## config.mk

```make
export PLATFORM = sky130hd
export DESIGN_NAME = rgb_led_arbiter
export DESIGN_NICKNAME = d
export VERILOG_FILES = /design/src/rtl/rgb_led_arbiter.sv
export SDC_FILE = /design/constraint.sdc
export NUM_CORES = 1
export LEC_CHECK = 0
export ABC_AREA = 1
export BUFFER_PORTS_ARGS = -buffer_cell sky130_fd_sc_hd__buf_2
export CORE_ASPECT_RATIO = 0.6
export CORE_MARGIN = 2
export CORE_UTILIZATION = 40
export CTS_BUF_LIST = sky130_fd_sc_hd__clkbuf_8
export DETAILED_ROUTE_END_ITERATION = 6
export SYNTH_ARGS = -nofsm -noshare
export SYNTH_HDL_FRONTEND = slang
export SYNTH_SLANG_ARGS = --single-unit
```

## constraint.sdc

```tcl
create_clock -name clk -period 1.8 [get_ports clk]
set_input_delay 0.18 -clock clk [delete_from_list [all_inputs] [get_ports clk]]
set_output_delay 0.18 -clock clk [all_outputs]
set_load 0.02 [all_outputs]
```

## src/rtl/rgb_led_arbiter.sv

```systemverilog
// Round-robin owner arbiter for the shared active-low RGB LED, with minimum dwell and a blank gap between owners.
// Latency: grant, busy and pins are registered; request, release and colour changes show after one clock edge.
// Backpressure: none; requesters hold req level-high and wait for grant. Optional LED_ARB_PRIORITY_EN gives requester 0 priority and preemption.
module rgb_led_arbiter #(
  parameter int NUM_REQ      = 4,
  parameter int DWELL_CYCLES = 2000000,
  parameter int GAP_CYCLES   = 12000
) (
  input  logic                   clk,
  input  logic                   rst_n,
  input  logic [NUM_REQ-1:0]     req,
  input  logic [3*NUM_REQ-1:0]   color_in,
  output logic [NUM_REQ-1:0]     grant,
  output logic                   busy,
  output logic                   RGB_R,
  output logic                   RGB_G,
  output logic                   RGB_B
);

  localparam int IDX_W = $clog2(NUM_REQ);
  localparam int DW_W  = $clog2(DWELL_CYCLES + 1);
  localparam int GAP_W = $clog2(GAP_CYCLES + 1);

  typedef enum logic [1:0] {IDLE, OWN, BLANK} state_t;

  state_t             state, state_nxt;
  logic [IDX_W-1:0]   owner, owner_nxt;
  logic [IDX_W-1:0]   rr_ptr, rr_nxt;
  logic [DW_W-1:0]    dwell_cnt, dwell_nxt;
  logic [GAP_W-1:0]   gap_cnt, gap_nxt;
  logic [NUM_REQ-1:0] grant_nxt;
  logic               busy_nxt;
  logic [2:0]         rgb_q, rgb_nxt;

  logic               win_vld;
  logic [IDX_W-1:0]   win_idx;
  logic [NUM_REQ-1:0] own_mask;
  logic               preempt;
  logic               do_arb;

  assign RGB_R = rgb_q[2];
  assign RGB_G = rgb_q[1];
  assign RGB_B = rgb_q[0];

  // Pick the first requester after rr_ptr (the last owner), wrapping; the last owner is lowest priority.
  always_comb begin
    win_vld = 1'b0;
    win_idx = '0;
    for (int k = NUM_REQ; k >= 1; k--) begin
      if (req[(int'(rr_ptr) + k) % NUM_REQ]) begin
        win_vld = 1'b1;
        win_idx = IDX_W'((int'(rr_ptr) + k) % NUM_REQ);
      end
    end
`ifdef LED_ARB_PRIORITY_EN
    if (req[0]) begin
      win_vld = 1'b1;
      win_idx = '0;
    end
`endif
  end

  // Current owner mask, used to detect contention from any other requester.
  always_comb begin
    own_mask        = '0;
    own_mask[owner] = 1'b1;
`ifdef LED_ARB_PRIORITY_EN
    preempt = req[0] && (owner != '0);
`else
    preempt = 1'b0;
`endif
  end

  // Next-state logic and the next values of the registered outputs.
  always_comb begin
    state_nxt = state;
    owner_nxt = owner;
    rr_nxt    = rr_ptr;
    dwell_nxt = dwell_cnt;
    gap_nxt   = gap_cnt;
    grant_nxt = '0;
    busy_nxt  = 1'b0;
    rgb_nxt   = 3'b111;
    do_arb    = 1'b0;
    case (state)
      IDLE: do_arb = 1'b1;
      OWN: begin
        busy_nxt = 1'b1;
        // Release wins over everything; hand-over only once the dwell has been served.
        if (!req[owner] || preempt ||
            ((dwell_cnt >= DW_W'(DWELL_CYCLES)) && |(req & ~own_mask))) begin
          state_nxt = BLANK;
          gap_nxt   = GAP_W'(1);
        end else begin
          if (dwell_cnt < DW_W'(DWELL_CYCLES)) dwell_nxt = dwell_cnt + 1'b1;
          grant_nxt        = '0;
          grant_nxt[owner] = 1'b1;
          rgb_nxt          = ~color_in[3*owner +: 3];
        end
      end
      BLANK: begin
        if (gap_cnt >= GAP_W'(GAP_CYCLES)) begin
          do_arb = 1'b1;
        end else begin
          gap_nxt  = gap_cnt + 1'b1;
          busy_nxt = 1'b1;
        end
      end
      default: state_nxt = IDLE;
    endcase
    if (do_arb) begin
      if (win_vld) begin
        state_nxt          = OWN;
        owner_nxt          = win_idx;
        rr_nxt             = win_idx;
        dwell_nxt          = DW_W'(1);
        grant_nxt[win_idx] = 1'b1;
        rgb_nxt            = ~color_in[3*win_idx +: 3];
        busy_nxt           = 1'b1;
      end else begin
        state_nxt = IDLE;
        dwell_nxt = '0;
        gap_nxt   = '0;
      end
    end
  end

  // State, counters and registered outputs; reset blanks the LED immediately.
  always_ff @(posedge clk or negedge rst_n) begin
    if (!rst_n) begin
      state     <= IDLE;
      owner     <= '0;
      rr_ptr    <= IDX_W'(NUM_REQ - 1);
      dwell_cnt <= '0;
      gap_cnt   <= '0;
      grant     <= '0;
      busy      <= 1'b0;
      rgb_q     <= 3'b111;
    end else begin
      state     <= state_nxt;
      owner     <= owner_nxt;
      rr_ptr    <= rr_nxt;
      dwell_cnt <= dwell_nxt;
      gap_cnt   <= gap_nxt;
      grant     <= grant_nxt;
      busy      <= busy_nxt;
      rgb_q     <= rgb_nxt;
    end
  end

endmodule
```

==> impl_metrics.ini <==
[outcome]
outcome = finished with violations
violations = setup timing

[floorplanning]
rows = 27
fp.coreArea_mm2 = 0.00912
io_pins = 26
die_y_um = 78.9
die-area_mm2 = 0.0102
die_width_um = 129
initial_core_util_pct = 41.0

[timing]
slew_violations = 0
postLayoutSetupSlackWorst_ns = -0.0677
hold_viol = 0
period_minus_slack_ns = 1.87
max_freq_ghz = 0.535
finalCritPeriodShare_pct = 104
rsz0062_at_grt = yes
fin_setup_tns_ns = -0.195
slew_headroom_pct = 60.4
worst_pin_slew_ns = 0.594
clock_skew_ns = 0.0110
finalSetupViolations = 5

[synthesis]
synth_area_leaders = dfrtp_1 (29%), nand2_1 (16%), nand3_1 (7.9%), inv_1 (5.7%), nor2_1 (5.1%)
synth_seq_cells = 49
netlist_top_cells_count = nand2_1 (163), nand3_1 (59), inv_1 (57)
yosysWarnings = 0
yosysMostFrequentCell = nand2_1
synthFlopType = dfrtp_1
syn_nets = 581
synth_top_cell_area_share_pct = 29.5
synth_largest_area_cell = dfrtp_1
ys_async_sr_fraction_pct = 100
synthCells = 556
synth_edf_count = 0
avgSynthCellArea_um2 = 6.72
synth_area_mm2 = 0.00374
seq_area_frac_synth_pct = 33.0
synth.distinct_cells = 37

[critical_path]
crit_type = reg -> reg
worstPathArrival_ns = 2.12
r2r_start = rr_ptr[0]
worstPathMaxFanout = 6
startpoint_type = register
cp-end-kind = register
critPathLaunch = rr_ptr[0]
r2r_end = rgb_q[2]
r2r_cells = 15
rrSetupSlack_ns = -0.07
endpoint = rgb_q[2]
required_ns = 2.05

[cells_and_area]
diodes = 0
nets = 664
regArea_mm2 = 0.00124
stdcell_area_mm2 = 0.00485
drive_gt1_share_pct = 29.7
multi_input_area_mm2 = 0.00242
area_growth_syn_to_layout_pct = 29.8
nFillCells = 856

[clock_tree]
cts_sinks = 49
cts_tree = done
cts.htree.levels = 2
root_buffer = clkbuf_8
clk_latency_ns = 0.32
cts_buffers = 5
clkTransAtPathRegs_ns = 0.09
clockBufferDepth = 2

[routing]
wl_per_cell_um = 15.0
met2RoutedLength_mm = 4.60
via_per_inst = 5.29
routed_wl_mm = 11.4
wl_met1_mm = 5.87
drc = 0
topRoutingLayerUsed = met4
drt-pass1-iter-count = 5
dr.first_iter.drc_count = 382
ant_nets = 0
wl_met3_um = 801
vias = 4002

[worst_hold_path]
min_path_type = in -> reg

[grt]
grt_start_max_net_pins = 29
antenna_found_initial = 0
grt_overflow = 0
grt.total_usage_pct = 22.6
grt_pass1_vias = 3661
grt_pass1_wl_mm = 18.2

[placed_design]
hpwl_mm = 8.26
gp_congestion = 0.942
port_buffers = 25
placed_area_mm2 = 0.00435

[pwr]
irDropWorstVdd_mv = 0.678
total_power_w = 0.00809
leakagePower_nw = 2.34
power.density_mw_per_mm2 = 1670

[flow_run]
maxCapViolCount = 0
-- cell usage in the layout, fill, tap and decap left out, drive strengths merged, types with 5 or more instances in the layout --
| master | instances |
|---|---|
| nand2 | 177 |
| o211ai | 6 |
| ha | 7 |
| xor2 | 17 |
| clkbuf | 5 |
| dfrtp | 44 |
| nand4 | 20 |
| dfstp | 5 |
| nor2 | 56 |
| buf | 92 |
| nand3 | 60 |
| a21oi | 17 |
| o21ai | 26 |
| inv | 64 |
| nor3 | 16 |
-- registers in the layout, summed over array words and instances, names as in the netlist --
name       count
dwell_cnt     21
gap_cnt       14
grant          4
rgb_q          3
owner          2
rr_ptr         2
state          2
busy           1
-- cell families (layout without fill, tap and decap cells) --
group	Yosys count	count (layout)	synth area share (%)
AOI/OAI and AO/OA	63	63	9.91
and+or+nand+nor	333	334	40.0
buffers and inverters	83	166	9.88
adders and majority gates	7	7	2.34
DFF	49	49	33.0
xor gates and xnor gates	21	21	4.92
-- per-stage QoR --
stage	setup slack, ns	hold slack, ns	utilization [%]	std cells
after global routing	-0.163	0.268	53.2	756
after global placement	0.0174	0.202	47.7	735
after floorplan	0.0599	-0.116	-	556
final	-0.0677	0.222	53.2	756
after CTS	-0.00157	0.206	49.2	744
after detailed placement	-0.0550	0.211	47.7	735
-- worst min-delay path by stage --
stage | startpoint | endpoint | slack, ns | cells past startpoint
after floorplan | rst_n | busy | -0.12 | 0
after global placement | rst_n | dwell_cnt[14] | 0.20 | 1
after detailed placement | rst_n | dwell_cnt[14] | 0.21 | 1
after CTS | color_in[11] | rgb_q[2] | 0.21 | 6
after global routing | color_in[11] | rgb_q[2] | 0.27 | 6
final | color_in[11] | rgb_q[2] | 0.22 | 6
-- timing repair --
item	4_1_cts	5_1_grt
gates resized for setup	14	77
buffers inserted	0	11
pin swaps	3	21
endpoints found under the hold margin	21	0
hold buffers	1	0
cloned	0	1
setup endpoints to repair	4	43
-- metal layers --
| metal | track usage [%] | up-vias |
|---|---|---|
| li1 | - | 1986 |
| met1 | 35.9 | 1875 |
| met2 | 31.6 | 135 |
| met3 | 4.11 | 6 |
| met4 | 4.57 | 0 |
| met5 | 0 | - |
-- area by class of cell --
type / count / area share (%)
multi-input combinational: 425 / 49.9
sequential: 49 / 25.5
timing repair buffer: 93 / 14.5
inverter: 65 / 5.31
tap: 116 / 2.99
clock buffer: 5 / 1.42
clock inverter: 3 / 0.387
-- critical path, cell delays in order, from the launching register on --
cell      delay [ns]
dfstp_2         0.60
clkinv_4        0.10
buf_6           0.13
nand2_4         0.07
nand2_4         0.06
nand2_2         0.06
nand2_2         0.04
inv_2           0.06
nand2_4         0.07
nand2_4         0.09
nand2_4         0.07
buf_6           0.12
nand4_1         0.07
nand3_1         0.08
nor2_1          0.11
nor2_1          0.06
-- where the power goes --
part	internal, W	switching, W
clock	0.000270	0.000418
combinational	0.00217	0.00351
sequential	0.00146	0.000258
(Power assumes the default switching activity.)
